### config.mk
export PLATFORM = sky130hd
export DESIGN_NAME = uart_transceiver_flat
export DESIGN_NICKNAME = d
export VERILOG_FILES = /design/src/rtl/uart_pkg.sv /design/src/rtl/uart_if.sv /design/src/rtl/uart_bit_timer.sv /design/src/rtl/uart_transceiver.sv /design/src/flat_wrapper.sv
export SDC_FILE = /design/constraint.sdc
export NUM_CORES = 1
export LEC_CHECK = 0
export CAP_MARGIN = 20
export CORE_UTILIZATION = 48
export DETAILED_ROUTE_END_ITERATION = 8
export GPL_TIMING_DRIVEN = 0
export MAX_ROUTING_LAYER = met4
export PLACE_DENSITY = 0.69
export SYNTH_ARGS = -nofsm -noshare
export SYNTH_HDL_FRONTEND = slang
export SYNTH_SLANG_ARGS = --single-unit
### constraint.sdc
create_clock -name clk -period 4.95 [get_ports clk]
set_input_delay 1.485 -clock clk [delete_from_list [all_inputs] [get_ports clk]]
set_output_delay 1.485 -clock clk [all_outputs]
set_load 0.03 [all_outputs]
### src/rtl/uart_pkg.sv
// rtl/uart_pkg.sv - shared constants and FSM state types for the 8N1 UART
package uart_pkg;

   localparam int DATA_BITS = 8;

   typedef enum logic [2:0] {
      TX_IDLE,
      TX_START,
      TX_DATA,
      TX_STOP,
      TX_DONE
   } tx_state_e;

   typedef enum logic [2:0] {
      RX_IDLE,
      RX_START,
      RX_DATA,
      RX_STOP,
      RX_CLEANUP
   } rx_state_e;

endpackage

### src/rtl/uart_if.sv
// rtl/uart_if.sv - byte/serial signal bundle between core logic and the UART
interface uart_if;
   import uart_pkg::*;

   logic                 tx_dv;
   logic [DATA_BITS-1:0] tx_byte;
   logic                 tx_active;
   logic                 tx_serial;
   logic                 tx_done;
   logic                 rx_serial;
   logic                 rx_dv;
   logic [DATA_BITS-1:0] rx_byte;

   modport master (
      output tx_dv, tx_byte, rx_serial,
      input  tx_active, tx_serial, tx_done, rx_dv, rx_byte
   );

   modport slave (
      input  tx_dv, tx_byte, rx_serial,
      output tx_active, tx_serial, tx_done, rx_dv, rx_byte
   );
endinterface

### src/rtl/uart_bit_timer.sv
// rtl/uart_bit_timer.sv - per-bit cycle counter with clear and terminal-count flag
module uart_bit_timer #(
   parameter int CLKS_PER_BIT = 217
) (
   input  logic clk,
   input  logic rst_l,
   input  logic clr,
   input  logic half,
   output logic tc
);
   localparam int CW = $clog2(CLKS_PER_BIT);
   localparam logic [CW-1:0] LAST = CW'(CLKS_PER_BIT - 1);
   localparam logic [CW-1:0] MID  = CW'((CLKS_PER_BIT - 1) / 2);

   logic [CW-1:0] cnt;

   // half selects the mid-bit point, used to centre the receiver on the start bit
   assign tc = half ? (cnt == MID) : (cnt == LAST);

   always_ff @(posedge clk) begin
      if (!rst_l || clr || tc) begin
         cnt <= '0;
      end else begin
         cnt <= cnt + 1'b1;
      end
   end
endmodule

### src/rtl/uart_transceiver.sv
// rtl/uart_transceiver.sv - full-duplex 8N1 UART, independent TX and RX FSMs
module uart_transceiver
   import uart_pkg::*;
#(
   parameter int CLKS_PER_BIT = 217
) (
   input  logic clk,
   input  logic rst_l,
   uart_if.slave bus
);
   localparam int IW = $clog2(DATA_BITS);
   localparam logic [IW-1:0] LAST_BIT = IW'(DATA_BITS - 1);

   tx_state_e            tx_state;
   logic [DATA_BITS-1:0] tx_data;
   logic [IW-1:0]        tx_idx;
   logic                 tx_tc;

   rx_state_e            rx_state;
   logic [DATA_BITS-1:0] rx_shift;
   logic [IW-1:0]        rx_idx;
   logic [1:0]           rx_sync;
   logic                 rx_line;
   logic                 rx_tc;

   uart_bit_timer #(.CLKS_PER_BIT(CLKS_PER_BIT)) u_tx_timer (
      .clk   (clk),
      .rst_l (rst_l),
      .clr   ((tx_state == TX_IDLE) || (tx_state == TX_DONE)),
      .half  (1'b0),
      .tc    (tx_tc)
   );

   uart_bit_timer #(.CLKS_PER_BIT(CLKS_PER_BIT)) u_rx_timer (
      .clk   (clk),
      .rst_l (rst_l),
      .clr   ((rx_state == RX_IDLE) || (rx_state == RX_CLEANUP)),
      .half  (rx_state == RX_START),
      .tc    (rx_tc)
   );

   always_ff @(posedge clk) begin
      if (!rst_l) begin
         tx_state <= TX_IDLE;
         tx_data  <= '0;
         tx_idx   <= '0;
      end else begin
         case (tx_state)
            TX_IDLE: if (bus.tx_dv) begin
               tx_data  <= bus.tx_byte;
               tx_state <= TX_START;
            end
            TX_START: if (tx_tc) begin
               tx_idx   <= '0;
               tx_state <= TX_DATA;
            end
            TX_DATA: if (tx_tc) begin
               if (tx_idx == LAST_BIT) tx_state <= TX_STOP;
               else                    tx_idx   <= tx_idx + 1'b1;
            end
            TX_STOP: if (tx_tc) tx_state <= TX_DONE;
            default: tx_state <= TX_IDLE;
         endcase
      end
   end

   // line decoded from state so a reset returns it high on the very next cycle
   always_comb begin
      bus.tx_serial = 1'b1;
      case (tx_state)
         TX_START: bus.tx_serial = 1'b0;
         TX_DATA:  bus.tx_serial = tx_data[tx_idx];
         default:  bus.tx_serial = 1'b1;
      endcase
   end

   assign bus.tx_active = (tx_state == TX_START) || (tx_state == TX_DATA) || (tx_state == TX_STOP);
   assign bus.tx_done   = (tx_state == TX_DONE);

   always_ff @(posedge clk) begin
      if (!rst_l) rx_sync <= 2'b11;
      else        rx_sync <= {rx_sync[0], bus.rx_serial};
   end

   assign rx_line = rx_sync[1];

   always_ff @(posedge clk) begin
      if (!rst_l) begin
         rx_state    <= RX_IDLE;
         rx_shift    <= '0;
         rx_idx      <= '0;
         bus.rx_dv   <= 1'b0;
         bus.rx_byte <= '0;
      end else begin
         bus.rx_dv <= 1'b0;
         case (rx_state)
            RX_IDLE: if (!rx_line) rx_state <= RX_START;
            RX_START: if (rx_tc) begin
               rx_idx   <= '0;
               rx_state <= rx_line ? RX_IDLE : RX_DATA;
            end
            RX_DATA: if (rx_tc) begin
               rx_shift[rx_idx] <= rx_line;
               if (rx_idx == LAST_BIT) rx_state <= RX_STOP;
               else                    rx_idx   <= rx_idx + 1'b1;
            end
            RX_STOP: if (rx_tc) begin
               // a low stop bit is a framing error: the byte is dropped silently
               if (rx_line) begin
                  bus.rx_byte <= rx_shift;
                  bus.rx_dv   <= 1'b1;
               end
               rx_state <= RX_CLEANUP;
            end
            default: rx_state <= RX_IDLE;
         endcase
      end
   end
endmodule

### src/flat_wrapper.sv
// flat-port wrapper written by rule: the top's interface ports become plain ports
module uart_transceiver_flat import uart_pkg::*;
#(
   parameter int CLKS_PER_BIT = 217
)
  (clk, rst_l, bus_tx_dv, bus_tx_byte, bus_rx_serial, bus_tx_active, bus_tx_serial, bus_tx_done, bus_rx_dv, bus_rx_byte);
  uart_if bus_i ();
  input  logic clk;
  input  logic rst_l;
  input wire logic [$bits(bus_i.tx_dv)-1:0] bus_tx_dv;
  input wire logic [$bits(bus_i.tx_byte)-1:0] bus_tx_byte;
  input wire logic [$bits(bus_i.rx_serial)-1:0] bus_rx_serial;
  output wire logic [$bits(bus_i.tx_active)-1:0] bus_tx_active;
  output wire logic [$bits(bus_i.tx_serial)-1:0] bus_tx_serial;
  output wire logic [$bits(bus_i.tx_done)-1:0] bus_tx_done;
  output wire logic [$bits(bus_i.rx_dv)-1:0] bus_rx_dv;
  output wire logic [$bits(bus_i.rx_byte)-1:0] bus_rx_byte;
  assign bus_i.tx_dv = bus_tx_dv;
  assign bus_i.tx_byte = bus_tx_byte;
  assign bus_i.rx_serial = bus_rx_serial;
  assign bus_tx_active = bus_i.tx_active;
  assign bus_tx_serial = bus_i.tx_serial;
  assign bus_tx_done = bus_i.tx_done;
  assign bus_rx_dv = bus_i.rx_dv;
  assign bus_rx_byte = bus_i.rx_byte;
  uart_transceiver #(.CLKS_PER_BIT(CLKS_PER_BIT)) u_core (.clk(clk), .rst_l(rst_l), .bus(bus_i));
endmodule
# Word level (Yosys, flattened, before mapping)
# Cells that the tools add are included.
dict set report totals {
  rom_bits 0
  ramBits 0
  latch_bits 0
  elab_cells 94
  mem_count 0
  reg_bits 55
  output_inout_bits 12
  in_bits 12
}
dict set report op_classes {
  add_sub_neg 4
  div_mod_pow 0
  mux 29
  n_shift 0
  mul 0
  eq_ne 25
  n_lt_le_gt_ge 3
  bitwise 0
  n_reduce_logical 22
}
# op count
set ops {}
lappend ops {{2-to-1 mux 3 bit} 16}
lappend ops {{case mux 3 bit (4 select lines)} 2}
lappend ops {{inequality test 2 bit (second input constant)} 9}
lappend ops {{adder 8 x 1 -> 8 bit (second input constant)} 2}
lappend ops {{equality test 8 bit (second input constant)} 2}
lappend ops {{equality test 3 x 2 -> 1 bit (second input constant)} 4}
lappend ops {{equality test 3 bit (second input constant)} 4}
lappend ops {{case mux 3 bit (2 select lines)} 2}
lappend ops {{AND reduction 5 bit} 2}
lappend ops {{bitwise mux 8 bit} 1}
lappend ops {{equality test 8 x 7 -> 1 bit (second input constant)} 1}
lappend ops {{logical OR 1 bit} 8}
lappend ops {{< comparator 3 x 4 -> 1 bit (second input constant)} 2}
lappend ops {{AND reduction 4 bit} 2}
lappend ops {{adder 3 x 1 -> 3 bit (second input constant)} 2}
lappend ops {{equality test 3 x 1 -> 1 bit (second input constant)} 2}
lappend ops {{logical NOT 3 bit} 2}
lappend ops {{inequality test 2 x 1 -> 1 bit (second input constant)} 3}
lappend ops {{AND reduction 3 bit} 2}
lappend ops {{2-to-1 mux 1 bit} 4}
lappend ops {{AND reduction 2 bit} 2}
lappend ops {{nonzero test 2 bit} 2}
lappend ops {{binary-select mux 1 bit (select 3 bit)} 1}
lappend ops {{demux 1 bit (select 3 bit)} 1}
lappend ops {{other kinds (5)} 5}

# Logic depth before layout (Yosys ltp)
dict set report logic_depth {
  depth_word 5
  depth_mapped 7
  ltp_nobuf 6
}

# Modules after synthesis
# A second synthesis with hierarchy kept.
dict set report unflattened {
  cells_unflattened 272
  area_unflattened_um2 2657.5
}
# module instances seq_area_each_um2 area_each_um2 cells_per_inst
set modules_own_cells {}
lappend modules_own_cells {uart_transceiver 1 780.7 1884.3 192}
lappend modules_own_cells {uart_bit_timer 2 160.2 386.6 40}

# Worst setup path before layout
# OpenSTA, ideal clock, no wires.
dict set report synth_path {
  path_kind {flip-flop to output port}
  from {register u_core.tx_idx[0]}
  to {output port bus_tx_serial}
  required_ns 3.465
  path_buffers 0
  arrival_time_ns 1.364
  stages_incl_launch_ff 5
  setup_slack_ns 2.101
  cell_sequence {dfxtp_1 mux4_2 mux2i_1 and3_1 o21bai_1}
}
dict set report synth_between {
  elab_chain_cells 3
}
# item line
set synth_rtl {}
lappend synth_rtl {{from (decl)} uart_transceiver.sv:16} ;# logic [IW-1:0] tx_idx;
lappend synth_rtl {{from (signal assigned)} uart_transceiver.sv:59} ;# else tx_idx <= tx_idx + 1'b1;
lappend synth_rtl {{binary-select mux 1 bit (select 3 bit)} uart_transceiver.sv:72} ;# TX_DATA: bus.tx_serial = tx_data[tx_idx];
lappend synth_rtl {{2-to-1 mux 1 bit (implied by the code)} uart_transceiver.sv:72}
lappend synth_rtl {{case mux 1 bit (2 select lines)} uart_transceiver.sv:70} ;# case (tx_state)
lappend synth_rtl {{to (decl)} flat_wrapper.sv:14} ;# output wire logic [$bits(bus_i.tx_serial)-1:0] bus_tx_serial;
# No other way between the ends. The select of a mux whose other input is x is not followed.

# Worst setup path after layout
# Same ends and word-level chain as after synthesis.

==> summary.txt <==
Synth
  • Syn avg cell area: 9.46 sq um
  • Syn_nets: 291
  • Top cell type's share of synthesized area: 0.429
  • Main area contributors after synthesis: dfxtp_1 43%, mux2i_1 9.4%, nand2_1 6.7%
  • Commonest cells in the netlist: 55 x dfxtp_1, 46 x nand2_1, 26 x nor2_1
  • Cell area after synthesis: 2560 sq um
  • Yosys cell types: 48
  • Main synth FF type: dfxtp_1
  • Seq/Total Area, Yosys: 0.429
  • Post-synth top area cell: dfxtp_1
  • Synth Instances: 271
  • Ys async rst share: 0
  • Top-count cell post-synth: dfxtp_1
  • Post-synthesis sequential element count: 55
  • Synth warn: 0
  • Post-synth EDFFs: 0

Worst setup path
  • Crit path cell chain: mux4_2 > mux2i_1 > and3_1 > o21bai_1 > clkdlybuf4s50_1
  • CP Launch Type: flip-flop
  • Crit-path leading delay family: multiplexers
  • R2R depth: 5
  • Slowest-stage cell, CP: clkdlybuf4s50_1
  • Worst Setup SP: u_core.tx_idx[0]
  • WP buf/inv: 1
  • CP endpoint: bus_tx_serial
  • Worst setup EP type: primary output
  • WP data arrival: 2.27 ns
  • Crit Path Category: flip-flop to primary output
  • Peak fanout along the critical path: 5
  • Worst r2r dst: u_core.u_rx_timer.cnt[3]
  • WP data required: 3.46 ns
  • Reg2reg start: u_core.rx_state[0]
  • Worst reg-to-reg setup slack: 3.16 ns
  • Critical path's largest stage delay: 0.59 ns
  • Crit path depth: 5

Timing
  • Worst-margin pin slew: 0.733 ns
  • RSZ-0062 raised after global routing: no
  • Final period util: 0.758
  • Max Slew Vio Count: 0
  • F_max: 0.266 GHz
  • Final-report hold violation count: 0
  • Final TNS setup: 0 ns
  • Worst hold slack: 0.420 ns
  • Slew HR: 0.510
  • Fin crit period: 3.75 ns
  • Final Setup Violations: 0
  • Final WS setup: 1.20 ns
  • Skew final: 0.00581 ns

Floorplan
  • Die area: 5640 sq um
  • Core area: 5140 sq um
  • Starting Density: 0.499
  • IO Pins: 24
  • Die W: 75.1 um
  • Die Height: 75.1 um
  • Rows: 26

CTS
  • CTS tree: yes
  • Post CTS Setup Buffer Count: 0
  • Clock Tree Buf Depth: 2
  • CTS Buf Count: 5
  • Clk sink count: 55
  • Hold buffer count at CTS: 0
  • CTS HTree Levels: 2
  • CTS root buf: clkbuf_8
  • Clk_lat worst skew: 0.31 ns
  • Clock slew at reported path FFs: 0.10 ns
  • Post_cts resized: 0

Placement
  • Setup slack after placement: 1.52 ns
  • Gpl congestion: 0.845
  • Post-DP HPWL: 3260 um
  • Buffers on Ports: 23

Detailed routing
  • Vias: 1,892
  • Total iterations of the first detailed-routing run: 4
  • Routed len/inst: 12.1 um
  • Post-route ant nets: 0
  • Final WL: 4480 um
  • DRT iter0 DRCs: 68
  • Vias per Instance: 5.09
  • DRC viols: 0

Finish
  • FILL cells: 490
  • Area delta synth->final: 17.1%
  • # diodes: 0
  • Layout cells sized above 1: 0.0894
  • Nets: 321

Global route
  • Number of global-route vias before repair: 1,704
  • Largest net degree at the start of global routing: 18
  • Total gr overflow: 0
  • Tot GR Track Use: 0.181
  • Initial antenna violation count: 0
  • First-pass GRT wire length: 7470 um

Power and ir drop
  • Pwr dens: 270 nW/um^2
  • VDD IR-drop max: 149 uV
  • Pleak: 1.13 nW

Worst hold path
  • Worst Hold Class: flip-flop to flip-flop

Run status
  • Status: finished clean

Flow run
  • Max-cap viol count: 0
-- layer usage --
layer  GRT usage  wire [um]  vias to the layer above
li1            -          -                      990
met1       0.230       2230                      872
met2       0.276       2030                       22
met3      0.0428        141                        8
met4      0.0776         74                        0
met5           -          0                        -
-- flip-flops by register name (all words and copies together), names as in the netlist --
| name | cells |
|---|---|
| u_core.bus.rx_byte | 8 |
| u_core.tx_data | 8 |
| u_core.u_tx_timer.cnt | 8 |
| u_core.tx_state | 3 |
| u_core.u_rx_timer.cnt | 8 |
| u_core.rx_sync | 2 |
| u_core.tx_idx | 3 |
| u_core.rx_shift | 8 |
| u_core.bus.rx_dv | 1 |
| u_core.rx_idx | 3 |
| u_core.rx_state | 3 |
-- power by group --
part	switching [W]	leakage, nW	total, W	internal (W)
registers	0.00000461	0.445	0.000453	0.000449
clock network	0.000147	0.0618	0.000314	0.000166
logic	0.0000231	0.622	0.0000445	0.0000214
-- how the worst min path moves through the flow --
stage | end | from | cells after the start | slack [ns]
after global placement | u_core.rx_sync[1] | u_core.rx_sync[0] | 1 | 0.40
after floorplan | u_core.rx_sync[1] | u_core.rx_sync[0] | 1 | 0.39
after detailed placement | u_core.rx_sync[1] | u_core.rx_sync[0] | 1 | 0.39
final | u_core.rx_sync[1] | u_core.rx_sync[0] | 1 | 0.42
after global routing | u_core.rx_sync[1] | u_core.rx_sync[0] | 1 | 0.44
after CTS | u_core.rx_sync[1] | u_core.rx_sync[0] | 1 | 0.42
-- layout by cell type (no fill, tap or decap), drive strengths merged, types with 2 or more instances in the layout --
master / n
a21boi: 8
a21oi: 2
and2: 3
and3: 5
and4bb: 2
buf: 4
clkbuf: 13
clkdlybuf4s50: 23
dfxtp: 55
ha: 8
inv: 9
mux2i: 24
mux4: 2
nand2: 47
nand2b: 7
nand3: 9
nand3b: 3
nand4: 5
nor2: 26
nor2b: 3
nor3: 3
nor3b: 5
nor4: 2
nor4b: 4
nor4bb: 2
o21ai: 2
or4: 2
xnor2: 6
xor2: 7
-- worst register-to-register path: cells and delay by family (launching register included) --
kind / cells / cell delay [ns]
buf+inv: 1 / 0.19
compound gates: 1 / 0.41
mux: 1 / 0.42
flops: 1 / 0.31
simple gates: 2 / 0.41
-- per-stage QoR --
stage	total power (W)	instance area (sq um)	instances	util
final	0.000812	3000	372	0.584
after global routing	0.000848	3000	372	0.584
after CTS	0.000821	3000	372	0.584
after detailed placement	0.000509	2880	364	0.561
after global placement	0.000508	2880	364	0.561
after floorplan	0.000489	2560	271	-
-- final cells by class --
cell class,count,area [sq um],share of cell area
inverters,8,30.0,0.0100
clock buffers,6,82.6,0.0275
flip-flops and latches,55,1100,0.367
clock inverters,2,38.8,0.0129
well taps,70,87.6,0.0292
plain buffers,11,48.8,0.0162
multi-input cells,197,1380,0.461
repair buffers,23,230,0.0767
-- kinds of logic (layout without fill, tap and decap cells) --
kind of cell               after synthesis  after routing  share of synthesized area
and+or+nand+nor                        134            134                      0.301
DFF                                     55             55                      0.429
muxes                                   26             26                      0.111
buffers and inverters                   19             50                     0.0307
AOI/OAI and AO/OA                       16             16                     0.0439
xor gates and xnor gates                13             13                     0.0444
adders and majority gates                8              8                     0.0390
(Power assumes the default switching activity.)
